==> src/rtl/paralelo_serial_param_if.sv <==
// Word handshake between a producer and the parallel-to-serial converter.
interface paralelo_serial_param_if #(
  parameter int WIDTH = 8
);
  logic [WIDTH-1:0] in_data;
  logic             valid_in;
  logic             ready_out;

  modport master (
    output in_data,
    output valid_in,
    input  ready_out
  );

  modport slave (
    input  in_data,
    input  valid_in,
    output ready_out
  );
endinterface

==> src/rtl/paralelo_serial_param.sv <==
// Parallel-to-serial converter with idle fill and post-reset sync frames.
// Define PS_PARITY_EN to append an even parity bit to every frame.
module paralelo_serial_param #(
  parameter int               WIDTH      = 8,
  parameter logic [WIDTH-1:0] IDLE       = WIDTH'(8'hBC),
  parameter int               SYNC_WORDS = 4,
  parameter bit               LSB_FIRST  = 1'b0
) (
  input  logic                   clk_32f,
  input  logic                   reset,
  paralelo_serial_param_if.slave bus,
  output logic                   out_serial,
  output logic                   active_out
);
`ifdef PS_PARITY_EN
  localparam int FRAME = WIDTH + 1;
`else
  localparam int FRAME = WIDTH;
`endif
  localparam int CW = $clog2(FRAME);
  localparam int SW = (SYNC_WORDS > 1) ?
    $clog2(SYNC_WORDS) : 1;
  localparam logic [CW-1:0] LAST = CW'(FRAME - 1);
  localparam logic [SW-1:0] SYNC_LAST =
    SW'(SYNC_WORDS - 1);

  typedef enum logic [0:0] {
    S_SYNC,
    S_ACTIVE
  } state_t;

  state_t           state_q, state_d;
  logic [CW-1:0]    cnt_q, cnt_d;
  logic [SW-1:0]    sync_q, sync_d;
  logic [WIDTH-1:0] shreg_q, shreg_d;
  logic [WIDTH-1:0] hold_q, hold_d;
  logic             hold_full_q, hold_full_d;
  logic             active_q, active_d;
  logic             boundary;
  logic             ready;
  logic             accept;
  logic             line_bit;
`ifdef PS_PARITY_EN
  logic             par_q, par_d;
`endif

  assign boundary = cnt_q == LAST;
  assign ready    = (state_q == S_ACTIVE) &&
                    !hold_full_q;
  assign accept   = bus.valid_in && ready;

  assign bus.ready_out = ready;
  assign active_out    = active_q;

  // the register shifts so the bit on the line is always at one end
  assign line_bit = LSB_FIRST ? shreg_q[0] :
                                shreg_q[WIDTH-1];
`ifdef PS_PARITY_EN
  assign out_serial = (cnt_q == CW'(WIDTH)) ?
                      par_q : line_bit;
`else
  assign out_serial = line_bit;
`endif

  always_comb begin
    state_d     = state_q;
    sync_d      = sync_q;
    cnt_d       = cnt_q + CW'(1);
    shreg_d     = LSB_FIRST ? (shreg_q >> 1) :
                              (shreg_q << 1);
    hold_d      = hold_q;
    hold_full_d = hold_full_q;
    active_d    = active_q;
`ifdef PS_PARITY_EN
    par_d       = par_q;
`endif
    if (boundary) begin
      cnt_d = '0;
      unique case (1'b1)
        hold_full_q: begin
          shreg_d     = hold_q;
          hold_full_d = 1'b0;
          active_d    = 1'b1;
        end
        default: begin
          shreg_d  = IDLE;
          active_d = 1'b0;
          if (state_q == S_SYNC) begin
            sync_d = sync_q + SW'(1);
            if (sync_q == SYNC_LAST)
              state_d = S_ACTIVE;
          end
        end
      endcase
`ifdef PS_PARITY_EN
      par_d = ^shreg_d;
`endif
    end
    // never coincides with a drain: accept needs an empty holder
    if (accept) begin
      hold_d      = bus.in_data;
      hold_full_d = 1'b1;
    end
  end

  always_ff @(posedge clk_32f) begin
    if (reset) begin
      state_q     <= S_SYNC;
      sync_q      <= '0;
      cnt_q       <= LAST;
      shreg_q     <= '0;
      hold_q      <= '0;
      hold_full_q <= 1'b0;
      active_q    <= 1'b0;
`ifdef PS_PARITY_EN
      par_q       <= 1'b0;
`endif
    end else begin
      state_q     <= state_d;
      sync_q      <= sync_d;
      cnt_q       <= cnt_d;
      shreg_q     <= shreg_d;
      hold_q      <= hold_d;
      hold_full_q <= hold_full_d;
      active_q    <= active_d;
`ifdef PS_PARITY_EN
      par_q       <= par_d;
`endif
    end
  end
endmodule

==> src/flat_wrapper.sv <==
// flat-port wrapper written by rule: the top's interface ports become plain ports
module paralelo_serial_param_flat 
#(
  parameter int               WIDTH      = 8,
  parameter logic [WIDTH-1:0] IDLE       = WIDTH'(8'hBC),
  parameter int               SYNC_WORDS = 4,
  parameter bit               LSB_FIRST  = 1'b0
)
  (clk_32f, reset, out_serial, active_out, bus_in_data, bus_valid_in, bus_ready_out);
  paralelo_serial_param_if #(.WIDTH(WIDTH)) bus_i ();
  input  logic clk_32f;
  input  logic reset;
  output logic out_serial;
  output logic active_out;
  input wire logic [$bits(bus_i.in_data)-1:0] bus_in_data;
  input wire logic [$bits(bus_i.valid_in)-1:0] bus_valid_in;
  output wire logic [$bits(bus_i.ready_out)-1:0] bus_ready_out;
  assign bus_i.in_data = bus_in_data;
  assign bus_i.valid_in = bus_valid_in;
  assign bus_ready_out = bus_i.ready_out;
  paralelo_serial_param #(.WIDTH(WIDTH), .IDLE(IDLE), .SYNC_WORDS(SYNC_WORDS), .LSB_FIRST(LSB_FIRST)) u_core (.clk_32f(clk_32f), .reset(reset), .bus(bus_i), .out_serial(out_serial), .active_out(active_out));
endmodule
==> config.mk <==
export PLATFORM = sky130hd
export DESIGN_NAME = paralelo_serial_param_flat
export DESIGN_NICKNAME = d
export VERILOG_FILES = /design/src/rtl/paralelo_serial_param_if.sv /design/src/rtl/paralelo_serial_param.sv /design/src/flat_wrapper.sv
export SDC_FILE = /design/constraint.sdc
export NUM_CORES = 1
export LEC_CHECK = 0
export CAP_MARGIN = 20
export CORE_MARGIN = 2
export CORE_UTILIZATION = 55
export CTS_CLUSTER_SIZE = 12
export DETAILED_ROUTE_END_ITERATION = 8
export GPL_ROUTABILITY_DRIVEN = 0
export GPL_TIMING_DRIVEN = 0
export PLACE_DENSITY_LB_ADDON = 0.15
export SYNTH_ARGS = -nofsm -noshare
export SYNTH_HDL_FRONTEND = slang
export SYNTH_SLANG_ARGS = --single-unit
==> constraint.sdc <==
create_clock -name clk_32f -period 3.1 [get_ports clk_32f]
set_input_delay 0.465 -clock clk_32f [delete_from_list [all_inputs] [get_ports clk_32f]]
set_output_delay 0.465 -clock clk_32f [all_outputs]
set_load 0.01 [all_outputs]
# Yosys cells after proc, flatten, opt, wreduce, memory -nomap -nowiden
# Index checks and enable logic that the tools add are counted.
# op_classes
add_sub_neg	2
multipliers	0
div	0
n_lt_le_gt_ge	0
n_eq_ne	2
n_shift	0
muxes	8
n_bitwise	3
reduce_logical	7
# op_table
op	count
2-to-1 mux 8 bit	2
2-to-1 mux 1 bit	5
adder 3 x 1 -> 3 bit, second input constant	1
== test 3 bit, second input constant	1
2-to-1 mux 3 bit	1
inverter 1 bit	3
AND reduction 3 bit	1
OR reduction 3 bit	1
adder 2 x 1 -> 2 bit, second input constant	1
== test 2 bit, second input constant	1
logical AND 1 bit	2
AND reduction 2 bit	1
nonzero test 2 bit	1
zero test 1 bit	1
# totals
regBits	24
latchBits	0
ramBits	0
romBits	0
input_bits	11
word_cells	30
memories	0

# Logic depth before layout (Yosys ltp)
# Gate-level depths: netlist of the first run.
# depth
word_depth	4
mapped_depth	5
mapped_depth_nobuf	4

# Worst setup path before layout of the first run
# OpenSTA, ideal clock, no wires.
# synth_path
path_kind	reg2reg
from	register u_core.cnt_q[0]
to	register u_core.sync_q[0]
t_arrival_ps	1201
required_ps	2979
path_slack_ps	1778
stages_incl_launch_ff	5
synth_period_minus_slack_ps	1322
cell_sequence	dfxtp_1 ha_1 ha_1 nor3b_2 mux2_2
# synth_via
elab_chain_cells	2
# synth_rtl
item	line	source
from (decl)	paralelo_serial_param.sv:33	logic [CW-1:0] cnt_q, cnt_d;
from (signal assigned)	paralelo_serial_param.sv:121	cnt_q <= cnt_d;
== test 3 bit	paralelo_serial_param.sv:47	assign boundary = cnt_q == LAST;
AND reduction 3 bit (no source line)	-	
to (signal assigned)	paralelo_serial_param.sv:120	sync_q <= sync_d;
to (decl)	paralelo_serial_param.sv:34	logic [SW-1:0] sync_q, sync_d;
# Every way passes these cells.
# A chain may end at the register's enable or synchronous reset.

# Worst setup path after layout of the first run
# layout_path
from	register u_core.state_q
to	output port bus_ready_out
# layout_via
elab_chain_cells	1
# layout_rtl
item	line	source
from (decl)	paralelo_serial_param.sv:32	state_t state_q, state_d;
from (signal assigned)	paralelo_serial_param.sv:119	state_q <= state_d;
logical AND 1 bit	paralelo_serial_param.sv:48	assign ready = (state_q == S_ACTIVE) &&
to (decl)	flat_wrapper.sv:17	output wire logic [$bits(bus_i.ready_out)-1:0] bus_ready_out;
# Every way passes these cells.

==> summary.txt, run 1 <==
OUTCOME
-----------------------------------------------------------------------------------------------
Outcome                                                                            complete, no violations

DETAILED ROUTING
-----------------------------------------------------------------------------------------------
Met3 wire length                                                                          63 um
Number of design-rule violations left by the first detailed-router iteration                  1
Detailed-route DRC error count                                                                0
First-pass iteration count of the detailed router                                             4
Final ANT Viol Nets                                                                           0
Uppermost signal routing layer after detailed routing                                      met4
Detail-routed net length per standard cell                                             12.15 um
DRT Wirelength                                                                         1.482 mm
Routed via count                                                                            649
Routed length on met1                                                                    674 um
Mean number of vias per cell                                                              5.320
Total length of routed met2 wires                                                        722 um

YOSYS
-----------------------------------------------------------------------------------------------
Number of flip-flops and latches in the synthesized netlist                                  24
Count of yosys warnings during synthesis                                                      0
Ys flop type                                                                            dfxtp_1
Ys async rst share                                                                           0%
Yosys cell types                                                                             21
Gate count of the mapped netlist                                                             89
Synthesized Nets                                                                            103
Sequential area share after synthesis                                                    50.26%
Number of flops mapped to enable cells by yosys                                               0
Total standard cell area after synthesis                                            955.9 sq um
Synthesized area divided by synthesized cell count                                  10.74 sq um

TIMING
-----------------------------------------------------------------------------------------------
Unrepaired setup endpoints after global routing                                           false
Max frequency                                                                         542.4 MHz
Final Hold Vio Count                                                                          0
Count of endpoints failing setup in the final report                                          0
Worst slew margin relative to its limit                                                  79.29%
Max Transition Viols Final                                                                    0
Final worst path period need                                                            1843 ps
Clock Skew                                                                             8.972 ps
Setup_tns                                                                                  0 ps
Tightest Pin Transition                                                                310.7 ps
Slack of the critical path                                                              1257 ps
Share of the clock period used by the worst path after layout                            59.47%

WORST HOLD PATH
-----------------------------------------------------------------------------------------------
WHS Endpoint                                                                       u_core.shreg_q[1]$_SDFF_PP0_
Worst hold path cell count                                                                    2
Start point of the worst min-delay path                                            u_core.shreg_q[0]$_SDFF_PP0_
Hold crit path type                                                                flop to flop

CELLS AND AREA
-----------------------------------------------------------------------------------------------
Share of final-layout standard cells stronger than drive strength 1                      16.19%
NumNets Final                                                                               120
Most common library cell in the layout ignoring fill and taps                           dfxtp_1
Final antenna diode count                                                                     0
Final design area excluding fillers                                                  1134 sq um
Commonest cells after routing, fill and taps aside                                 dfxtp_1 (24), nand2b_1 (21), clkdlybuf4s50_1 (12), mux2i_1 (9), o221a_2 (5)
Register area                                                                       480.5 sq um
Layout area overhead                                                                     18.59%
Utilization after layout                                                                 67.87%
Number of filler instances in the final layout                                              129
Area occupied by multi-input gates                                                  437.9 sq um

CLOCK TREE
-----------------------------------------------------------------------------------------------
Cts bufs inserted                                                                             3
CTS Root Cell                                                                          clkbuf_4
Post CTS Setup Buffer Count                                                                   0
Number of sinks driven by the clock tree                                                     24
Number of hold buffers added after CTS                                                        0
H-Tree Level Count                                                                            1
Worst-Skew Late Latency                                                                  320 ps
Maximum number of buffers from clock root to sink                                             2
Total of cells resized after clock tree synthesis                                             0
Clock tree from TritonCTS                                                                   yes
Clock input transition at the sequential cells of the worst setup and hold paths         130 ps

WORST SETUP PATH
-----------------------------------------------------------------------------------------------
Type of the worst setup path                                                       flop to output port
Arr. time, crit path                                                                    1380 ps
Startpoint of the worst-slack reg-to-reg timing path                               u_core.cnt_q[0]$_SDFF_PP1_
Cells on worst reg2reg path                                                                   4
R2r setup slk                                                                           1600 ps
Critical Path RT                                                                        2630 ps
Critical Path End Type                                                              output port
Critical path origin                                                               u_core.state_q$_SDFFE_PP0P_
Capture instance of the worst register-to-register path                            u_core.sync_q[0]$_SDFFE_PP0P_
CP Launch Type                                                                             flop
Critical Path Fanout Max                                                                      3

PWR
-----------------------------------------------------------------------------------------------
Leakage power figure                                                                  0.4284 nW
Peak supply drop                                                                       395.1 uV
Power per cell area                                                                542.2 nW/um^2

PLACED DESIGN
-----------------------------------------------------------------------------------------------
Detailed Place HPWL                                                                    1.077 mm
Post-DP Area                                                                         1097 sq um
Count of buffers from port buffering                                                         12
Place WS                                                                                1581 ps

GLOBAL ROUTING
-----------------------------------------------------------------------------------------------
Largest net degree at the start of global routing                                            14
Global-route wire length before repair                                                 2.553 mm
Total global routing overflow                                                                 0
Initial antenna violation count                                                               0
Vias in the first global route                                                              608
Tot GR Track Use                                                                         17.70%

DIE
-----------------------------------------------------------------------------------------------
Height of the die                                                                      45.69 um
Placeable core region                                                                1670 sq um
Total number of placement rows                                                               15
Boundary pin count                                                                           14
Chip Width                                                                             45.69 um
Total Die Area                                                                       2088 sq um
Starting density of the core                                                             57.23%

FLOW RUN
-----------------------------------------------------------------------------------------------
Number of maximum-capacitance violations                                                      0

## routing by layer
layer	vias up	global-route usage, %
met4	0	6.857
met3	4	7.143
li1	333	-
met1	301	20.78
met5	-	0
met2	11	28.73
## power breakdown
| part | total (mW) | internal, mW | leakage [nW] | switching (mW) |
|---|---|---|---|---|
| Sequential | 0.348 | 0.337 | 0.196 | 0.0111 |
| Clock | 0.161 | 0.0718 | 0.0210 | 0.0894 |
| Combinational | 0.105 | 0.0628 | 0.211 | 0.0422 |
## final cells by class
class / count / area share [%]
multi-input combinational: 58 / 38.63
clock buffer: 4 / 3.201
inverter: 2 / 0.6623
timing repair buffer: 12 / 10.60
sequential: 24 / 42.38
tap: 17 / 1.876
buffer: 5 / 2.649
## cell usage after synthesis (2+ instances only)
master	count	area, sq um
dfxtp_1	24	480.5
nand2b_1	21	131.4
mux2i_1	9	90.09
o221a_2	5	56.30
a21oi_1	4	20.02
buf_2	3	15.01
ha_1	3	37.54
nor2_1	3	11.26
inv_1	2	7.510
nand3_1	2	10.01
nor2b_1	2	12.51
or2_2	2	12.51
## cell families after synthesis
logic type                 count (synthesis)  synth area share [%]
AOI/OAI and AO/OA                         11                 9.293
adders and majority gates                  3                 3.927
buffers and inverters                      7                 3.926
DFF                                       24                 50.26
muxes                                     10                 10.60
and+or+nand+nor                           34                 21.99
## registers in the layout, summed over array words and instances (netlist names)
register,cells
u_core.active_out,1
u_core.cnt_q,3
u_core.hold_full_q,1
u_core.hold_q,8
u_core.shreg_q,8
u_core.state_q,1
u_core.sync_q,2
## how the worst max path moves through the flow
stage                                     to  slack, ps  cells past startpoint
6_report                       bus_ready_out       1260                      3
3_3_place_gp   u_core.hold_q[5]$_SDFFE_PP0P_       1600                      4
5_1_grt                        bus_ready_out       1170                      3
3_5_place_dp   u_core.hold_q[3]$_SDFFE_PP0P_       1580                      4
4_1_cts                        bus_ready_out       1240                      3
2_1_floorplan  u_core.sync_q[0]$_SDFFE_PP0P_       1780                      4
## worst max-delay path, stage by stage, from the launching register on
cell,delay (ps)
dfxtp_1,380
inv_1,70
nor2_1,80
clkdlybuf4s50_1,530
## through the flow
| step | total power, mW | hold WS, ps | cells |
|---|---|---|---|
| 2_1_floorplan | 0.4272 | 418.1 | 89 |
| 3_3_place_gp | 0.4565 | 438.7 | 118 |
| 3_5_place_dp | 0.4620 | 450.1 | 118 |
| 4_1_cts | 0.6222 | 470.4 | 122 |
| 5_1_grt | 0.6525 | 494.7 | 122 |
| 6_report | 0.6146 | 463.2 | 122 |
No activity file was read; power rests on OpenSTA's default activity.
==> inputs of run 2 (changes only) <==
--- a/config.mk
+++ b/config.mk
@@ -7,7 +7,7 @@
 export LEC_CHECK = 0
 export CAP_MARGIN = 20
 export CORE_MARGIN = 2
-export CORE_UTILIZATION = 55
+export CORE_UTILIZATION = 46
 export CTS_CLUSTER_SIZE = 12
 export DETAILED_ROUTE_END_ITERATION = 8
 export GPL_ROUTABILITY_DRIVEN = 0
==> constraint.sdc (replaced) <==
create_clock -name clk_32f -period 1.65 [get_ports clk_32f]
set_input_delay 0.2475 -clock clk_32f [delete_from_list [all_inputs] [get_ports clk_32f]]
set_output_delay 0.2475 -clock clk_32f [all_outputs]
set_load 0.01 [all_outputs]
==> summary.txt, run 2 (same netlist as run 1, synthesis figures left out) <==
WORST SETUP PATH
-----------------------------------------------------------------------------------------------
CP Launch Type                                                                             flop
Critical Path Fanout Max                                                                      6   +3
Type of the worst setup path                                                       flop to flop
Critical Path End Type                                                                     flop
Arr. time, crit path                                                                    1680 ps   +300 ps
Critical Path RT                                                                        1860 ps   -770 ps

CELLS AND AREA
-----------------------------------------------------------------------------------------------
Final antenna diode count                                                                     0   unchanged
Area occupied by multi-input gates                                                  437.9 sq um   unchanged
NumNets Final                                                                               120   unchanged
Commonest cells after routing, fill and taps aside                                 dfxtp_1 (22), nand2b_1 (21), clkdlybuf4s50_1 (11), mux2i_1 (9), o221a_2 (5)
Most common library cell in the layout ignoring fill and taps                           dfxtp_1
Register area                                                                       483.0 sq um   +0.52%
Number of filler instances in the final layout                                              196   +52%
Utilization after layout                                                                 58.67%   -9.2 points
Layout area overhead                                                                     20.42%
Final design area excluding fillers                                                  1151 sq um   +1.5%
Finished Layout Cells                                                                       132   +8.2%
Share of final-layout standard cells stronger than drive strength 1                      18.10%   +1.9 points
Largest registers                                                                  u_core.hold_q (8), u_core.shreg_q (8), u_core.cnt_q (3)

TIMING
-----------------------------------------------------------------------------------------------
Count of endpoints failing setup in the final report                                          0   unchanged
Setup_tns                                                                                  0 ps   unchanged
Slack of the critical path                                                             185.0 ps   -1071 ps
Final worst path period need                                                            1465 ps
Unrepaired setup endpoints after global routing                                           false
Share of the clock period used by the worst path after layout                            88.79%
Final-layout worst hold slack                                                          286.8 ps   -176.4 ps
Final Hold Vio Count                                                                          0   unchanged
Worst slew margin relative to its limit                                                  78.57%   -0.72 points
Clock Skew                                                                             5.843 ps   -3.130 ps
Tightest Pin Transition                                                                321.5 ps   +10.77 ps
Max frequency                                                                         682.6 MHz
Max Transition Viols Final                                                                    0   unchanged

DETAILED ROUTING
-----------------------------------------------------------------------------------------------
Routed length on met1                                                                    693 um   +2.8%
Uppermost signal routing layer after detailed routing                                      met4
Detail-routed net length per standard cell                                             11.33 um   -6.7%
Mean number of vias per cell                                                              4.902   -7.9%
Routed via count                                                                            647   -0.31%
Final ANT Viol Nets                                                                           0   unchanged
Met3 wire length                                                                          54 um   -14%
DRT Wirelength                                                                         1.496 mm   +0.94%
Detailed-route DRC error count                                                                0   unchanged
Total length of routed met2 wires                                                        706 um   -2.2%
Number of design-rule violations left by the first detailed-router iteration                  1   unchanged
First-pass iteration count of the detailed router                                             4   unchanged

CLOCK TREE
-----------------------------------------------------------------------------------------------
CTS Root Cell                                                                          clkbuf_4
Maximum number of buffers from clock root to sink                                             2   unchanged
Clock input transition at the sequential cells of the worst setup and hold paths         130 ps   about the same
Clock tree from TritonCTS                                                                   yes
H-Tree Level Count                                                                            1   unchanged
Number of sinks driven by the clock tree                                                     24   unchanged
Cts bufs inserted                                                                             3   unchanged
Worst-Skew Late Latency                                                                  310 ps   about the same

PWR
-----------------------------------------------------------------------------------------------
Total power                                                                            1.152 mW   +87%
Power per cell area                                                                1001 nW/um^2   +85%
Peak supply drop                                                                       486.0 uV   +23%
Leakage power figure                                                                  0.4481 nW   +4.6%

OUTCOME
-----------------------------------------------------------------------------------------------
Outcome                                                                            complete, no violations

FLOW RUN
-----------------------------------------------------------------------------------------------
Number of maximum-capacitance violations                                                      0   unchanged

PLACED DESIGN
-----------------------------------------------------------------------------------------------
Place WS                                                                               188.9 ps   -1392 ps
Count of buffers from port buffering                                                         12   unchanged
Total placed cells including tap cells                                                      128   +8.5%
Detailed Place HPWL                                                                    1.106 mm   +2.6%
Post-DP Area                                                                         1110 sq um   +1.1%

DIE
-----------------------------------------------------------------------------------------------
Total Die Area                                                                       2459 sq um   +18%
Boundary pin count                                                                           14   unchanged
Height of the die                                                                      49.59 um   +8.5%
Total number of placement rows                                                               16   +1
Starting density of the core                                                             48.72%   -8.5 points
Placeable core region                                                                1962 sq um   +17%
Chip Width                                                                             49.59 um   +8.5%

GLOBAL ROUTING
-----------------------------------------------------------------------------------------------
Largest net degree at the start of global routing                                            14   unchanged
Global-route wire length before repair                                                 2.649 mm   +3.8%
Vias in the first global route                                                              625   +2.8%
Tot GR Track Use                                                                         14.72%   -3.0 points
Total global routing overflow                                                                 0   unchanged
Initial antenna violation count                                                               0   unchanged

WORST HOLD PATH
-----------------------------------------------------------------------------------------------
Hold crit path type                                                                input port to flop

[run 2: cell types whose count changed in the layout (fill, tap and decap cells not counted)]
| cell | before | now |
|---|---|---|
| clkdlybuf4s50_1 | 12 | 11 |
| dfxtp_2 | 0 | 2 |
| dlymetal6s2s_1 | 0 | 1 |
| dfxtp_1 | 24 | 22 |
[run 2: power by group]
| part | internal [mW] | switching (mW) | leakage [nW] |
|---|---|---|---|
| logic | 0.117 | 0.0762 | 0.230 |
| clock network | 0.135 | 0.170 | 0.0210 |
| registers | 0.634 | 0.0203 | 0.197 |
| total | 0.886 | 0.267 | 0.448 |
[run 2: per-layer routing]
layer  GRT usage, %  vias up
met3          3.030        5
li1               -      332
met5              0        -
met4          9.722        0
met2          23.56       11
met1          17.76      299
[run 2: cell type report]
type	count	area share, %
multi-input combinational	58	38.04
clock buffer	4	3.152
sequential	24	41.96
timing repair buffer	12	10.65
tap	27	2.935
buffer	5	2.609
inverter	2	0.6522
[run 2: path summary, 6_finish.rpt]
check                                    start                            end  slack, ps  cells after the start
hold reg to reg   u_core.shreg_q[5]$_SDFF_PP0_   u_core.shreg_q[6]$_SDFF_PP0_        450                      2
setup / recovery    u_core.cnt_q[0]$_SDFF_PP1_  u_core.sync_q[0]$_SDFFE_PP0P_        190                      4
setup reg to reg    u_core.cnt_q[0]$_SDFF_PP1_  u_core.sync_q[0]$_SDFFE_PP0P_        190                      4
hold / removal                           reset  u_core.hold_q[2]$_SDFFE_PP0P_        290                      3
[run 2: timing repair]
action / 4_1_cts / 5_1_grt
setup endpoints to repair: 0 / 1
resized for setup: 0 / 3
setup buffers: 0 / 0
hold buffers: 0 / 0
[run 2: critical path, stage by stage (launching register included)]
cell	delay, ps
dfxtp_1	360
ha_1	150
ha_1	230
nor3b_2	270
mux2_2	360
==> inputs of run 3 (changes only) <==
--- a/config.mk
+++ b/config.mk
@@ -6,11 +6,9 @@
 export NUM_CORES = 1
 export LEC_CHECK = 0
 export CAP_MARGIN = 20
-export CORE_MARGIN = 2
 export CORE_UTILIZATION = 46
 export CTS_CLUSTER_SIZE = 12
 export DETAILED_ROUTE_END_ITERATION = 8
-export GPL_ROUTABILITY_DRIVEN = 0
 export GPL_TIMING_DRIVEN = 0
 export PLACE_DENSITY_LB_ADDON = 0.15
 export SYNTH_ARGS = -nofsm -noshare
==> summary.txt, run 3 (same netlist as run 1, synthesis figures left out) <==
PWR
-----------------------------------------------------------------------------------------------
P_int                                                                                 0.8856 mW   about the same
Peak supply drop                                                                       547.0 uV   +13%
Power dissipated by switching net loads                                               0.2637 mW   -1.1%
Leakage power figure                                                                  0.4481 nW   unchanged
Power per cell area                                                                998.4 nW/um^2   -0.26%
Comb power frac                                                                           16.9%   about the same
Clock power frac                                                                          26.1%   -0.4 points
Reg power frac                                                                            57.0%   +0.2 points
Switching power share of the total                                                       22.95%   -0.19 points

CLOCK TREE
-----------------------------------------------------------------------------------------------
Worst-Skew Late Latency                                                                  300 ps   about the same
Clock tree from TritonCTS                                                                   yes
Total of cells resized after clock tree synthesis                                             0   unchanged
Cts bufs inserted                                                                             3   unchanged
CTS Root Cell                                                                          clkbuf_4
H-Tree Level Count                                                                            1   unchanged
Clock input transition at the sequential cells of the worst setup and hold paths         120 ps   about the same
Maximum number of buffers from clock root to sink                                             2   unchanged
Number of sinks driven by the clock tree                                                     24   unchanged
Post CTS Setup Buffer Count                                                                   0   unchanged
Number of hold buffers added after CTS                                                        0   unchanged

DETAILED ROUTING
-----------------------------------------------------------------------------------------------
Detail-routed net length per standard cell                                             11.49 um   +1.4%
DRT Wirelength                                                                         1.517 mm   +1.4%
Final ANT Viol Nets                                                                           0   unchanged
Detailed-route DRC error count                                                                0   unchanged
Routed via count                                                                            643   -0.62%
Number of design-rule violations left by the first detailed-router iteration                  5   +4
Mean number of vias per cell                                                              4.871   -0.62%
First-pass iteration count of the detailed router                                             4   unchanged

WORST SETUP PATH
-----------------------------------------------------------------------------------------------
Cells on worst reg2reg path                                                                   4   unchanged
R2r setup slk                                                                            190 ps   about the same
Critical Path Fanout Max                                                                      6   unchanged
Type of the worst setup path                                                       flop to flop
Critical Path RT                                                                        1860 ps   about the same
Capture instance of the worst register-to-register path                            u_core.sync_q[0]$_SDFFE_PP0P_
CP Launch Type                                                                             flop
Critical Path End Type                                                                     flop
Startpoint of the worst-slack reg-to-reg timing path                               u_core.cnt_q[0]$_SDFF_PP1_
Arr. time, crit path                                                                    1670 ps   about the same

DIE
-----------------------------------------------------------------------------------------------
Placeable core region                                                                1962 sq um   unchanged
Total number of placement rows                                                               16   unchanged
Height of the die                                                                      47.59 um   -4.0%
Starting density of the core                                                             48.72%   unchanged
Chip Width                                                                             47.59 um   -4.0%
Total Die Area                                                                       2264 sq um   -7.9%
Boundary pin count                                                                           14   unchanged

CELLS AND AREA
-----------------------------------------------------------------------------------------------
Number of filler instances in the final layout                                              199   +1.5%
NumNets Final                                                                               120   unchanged
Share of final-layout standard cells stronger than drive strength 1                      18.10%   unchanged
Commonest cells after routing, fill and taps aside                                 dfxtp_1 (22), nand2b_1 (21), clkdlybuf4s50_1 (11), mux2i_1 (9), o221a_2 (5)
Most common library cell in the layout ignoring fill and taps                           dfxtp_1
Final antenna diode count                                                                     0   unchanged
Layout area overhead                                                                     20.42%   unchanged
Finished Layout Cells                                                                       132   unchanged
Utilization after layout                                                                 58.67%   unchanged
Largest registers                                                                  u_core.hold_q (8), u_core.shreg_q (8), u_core.cnt_q (3)

GLOBAL ROUTING
-----------------------------------------------------------------------------------------------
Total global routing overflow                                                                 0   unchanged
Initial antenna violation count                                                               0   unchanged
Largest net degree at the start of global routing                                            14   unchanged
Global-route wire length before repair                                                 2.401 mm   -9.4%
Vias in the first global route                                                              558   -11%
Tot GR Track Use                                                                         15.63%   +0.91 points

PLACED DESIGN
-----------------------------------------------------------------------------------------------
Weighted congestion reported at the end of routability-driven placement                  0.7200
Count of buffers from port buffering                                                         12   unchanged
Detailed Place HPWL                                                                    1.094 mm   -1.0%
Total placed cells including tap cells                                                      128   unchanged

TIMING
-----------------------------------------------------------------------------------------------
Final worst path period need                                                            1465 ps   -0.2310 ps
Tightest Pin Transition                                                                326.6 ps   +5.171 ps
Unrepaired setup endpoints after global routing                                           false
Max Transition Viols Final                                                                    0   unchanged
Final Hold Vio Count                                                                          0   unchanged
Max frequency                                                                         682.7 MHz   about the same
Worst slew margin relative to its limit                                                  78.22%   -0.34 points
Clock Skew                                                                             1.400 ps   -4.443 ps
Share of the clock period used by the worst path after layout                            88.77%   about the same
Setup_tns                                                                                  0 ps   unchanged
Count of endpoints failing setup in the final report                                          0   unchanged

WORST HOLD PATH
-----------------------------------------------------------------------------------------------
Worst hold path cell count                                                                    3   unchanged
Start point of the worst min-delay path                                                   reset
WHS Endpoint                                                                       u_core.hold_q[4]$_SDFFE_PP0P_
Hold crit path type                                                                input port to flop

OUTCOME
-----------------------------------------------------------------------------------------------
Outcome                                                                            complete, no violations

FLOW RUN
-----------------------------------------------------------------------------------------------
Number of maximum-capacitance violations                                                      0   unchanged

==> run 3: cell counts in the layout (fill, tap and decap cells not counted) <==
No cell type changed its count.
==> run 3: cell type report <==
class,count,area [sq um],area share (%)
clock buffers,4,36.28,3.152
flip-flops and latches,24,483.0,41.96
repair buffers,12,122.6,10.65
multi-input cells,58,437.9,38.04
well taps,27,33.78,2.935
plain buffers,5,30.03,2.609
inverters,2,7.507,0.6522
==> run 3: worst max-delay path by stage <==
stage,start,to,cells after the start
global placement,u_core.cnt_q[0]$_SDFF_PP1_,u_core.sync_q[0]$_SDFFE_PP0P_,4
finish,u_core.cnt_q[0]$_SDFF_PP1_,u_core.sync_q[0]$_SDFFE_PP0P_,4
CTS,u_core.hold_full_q$_SDFFE_PP0P_,bus_ready_out,2
detailed placement,u_core.cnt_q[0]$_SDFF_PP1_,u_core.sync_q[0]$_SDFFE_PP0P_,4
floorplan,u_core.cnt_q[0]$_SDFF_PP1_,u_core.sync_q[0]$_SDFFE_PP0P_,4
global route,u_core.cnt_q[0]$_SDFF_PP1_,u_core.sync_q[0]$_SDFFE_PP0P_,4
==> run 3: power groups by stage <==
stage / Sequential [mW] / Combinational [mW] / Clock, mW
2_1_floorplan: 0.665 / 0.138 / 0
3_3_place_gp: 0.666 / 0.191 / 0
3_5_place_dp: 0.668 / 0.197 / 0
4_1_cts: 0.655 / 0.199 / 0.313
5_1_grt: 0.660 / 0.216 / 0.337
6_report: 0.655 / 0.194 / 0.300
==> run 3: layer usage <==
layer	part of all wire [%]	up-vias	track usage [%]	wire, um
met5	0	-	0	0
met4	0.86	0	8.333	13
met3	2.7	2	3.396	41
met2	47	10	24.11	709
met1	50	297	20.47	753
li1	-	334	-	-
==> run 3: critical path, stage by stage, from the launching register on <==
cell and delay [ps]:
dfxtp_1 360, ha_1 150, ha_1 230, nor3b_2 270, mux2_2 360
==> run 3: metrics by stage <==
stage                     area, sq um  worst slack (ps)  hold WS, ps  power [mW]
after floorplan                 955.9             327.9        402.3      0.8026
after global placement           1110             208.9        438.7      0.8572
after detailed placement         1110             186.6        449.9      0.8658
after CTS                        1146             19.56        293.0       1.167
after global routing             1151             104.5        307.9       1.214
final                            1151             185.3        298.2       1.149
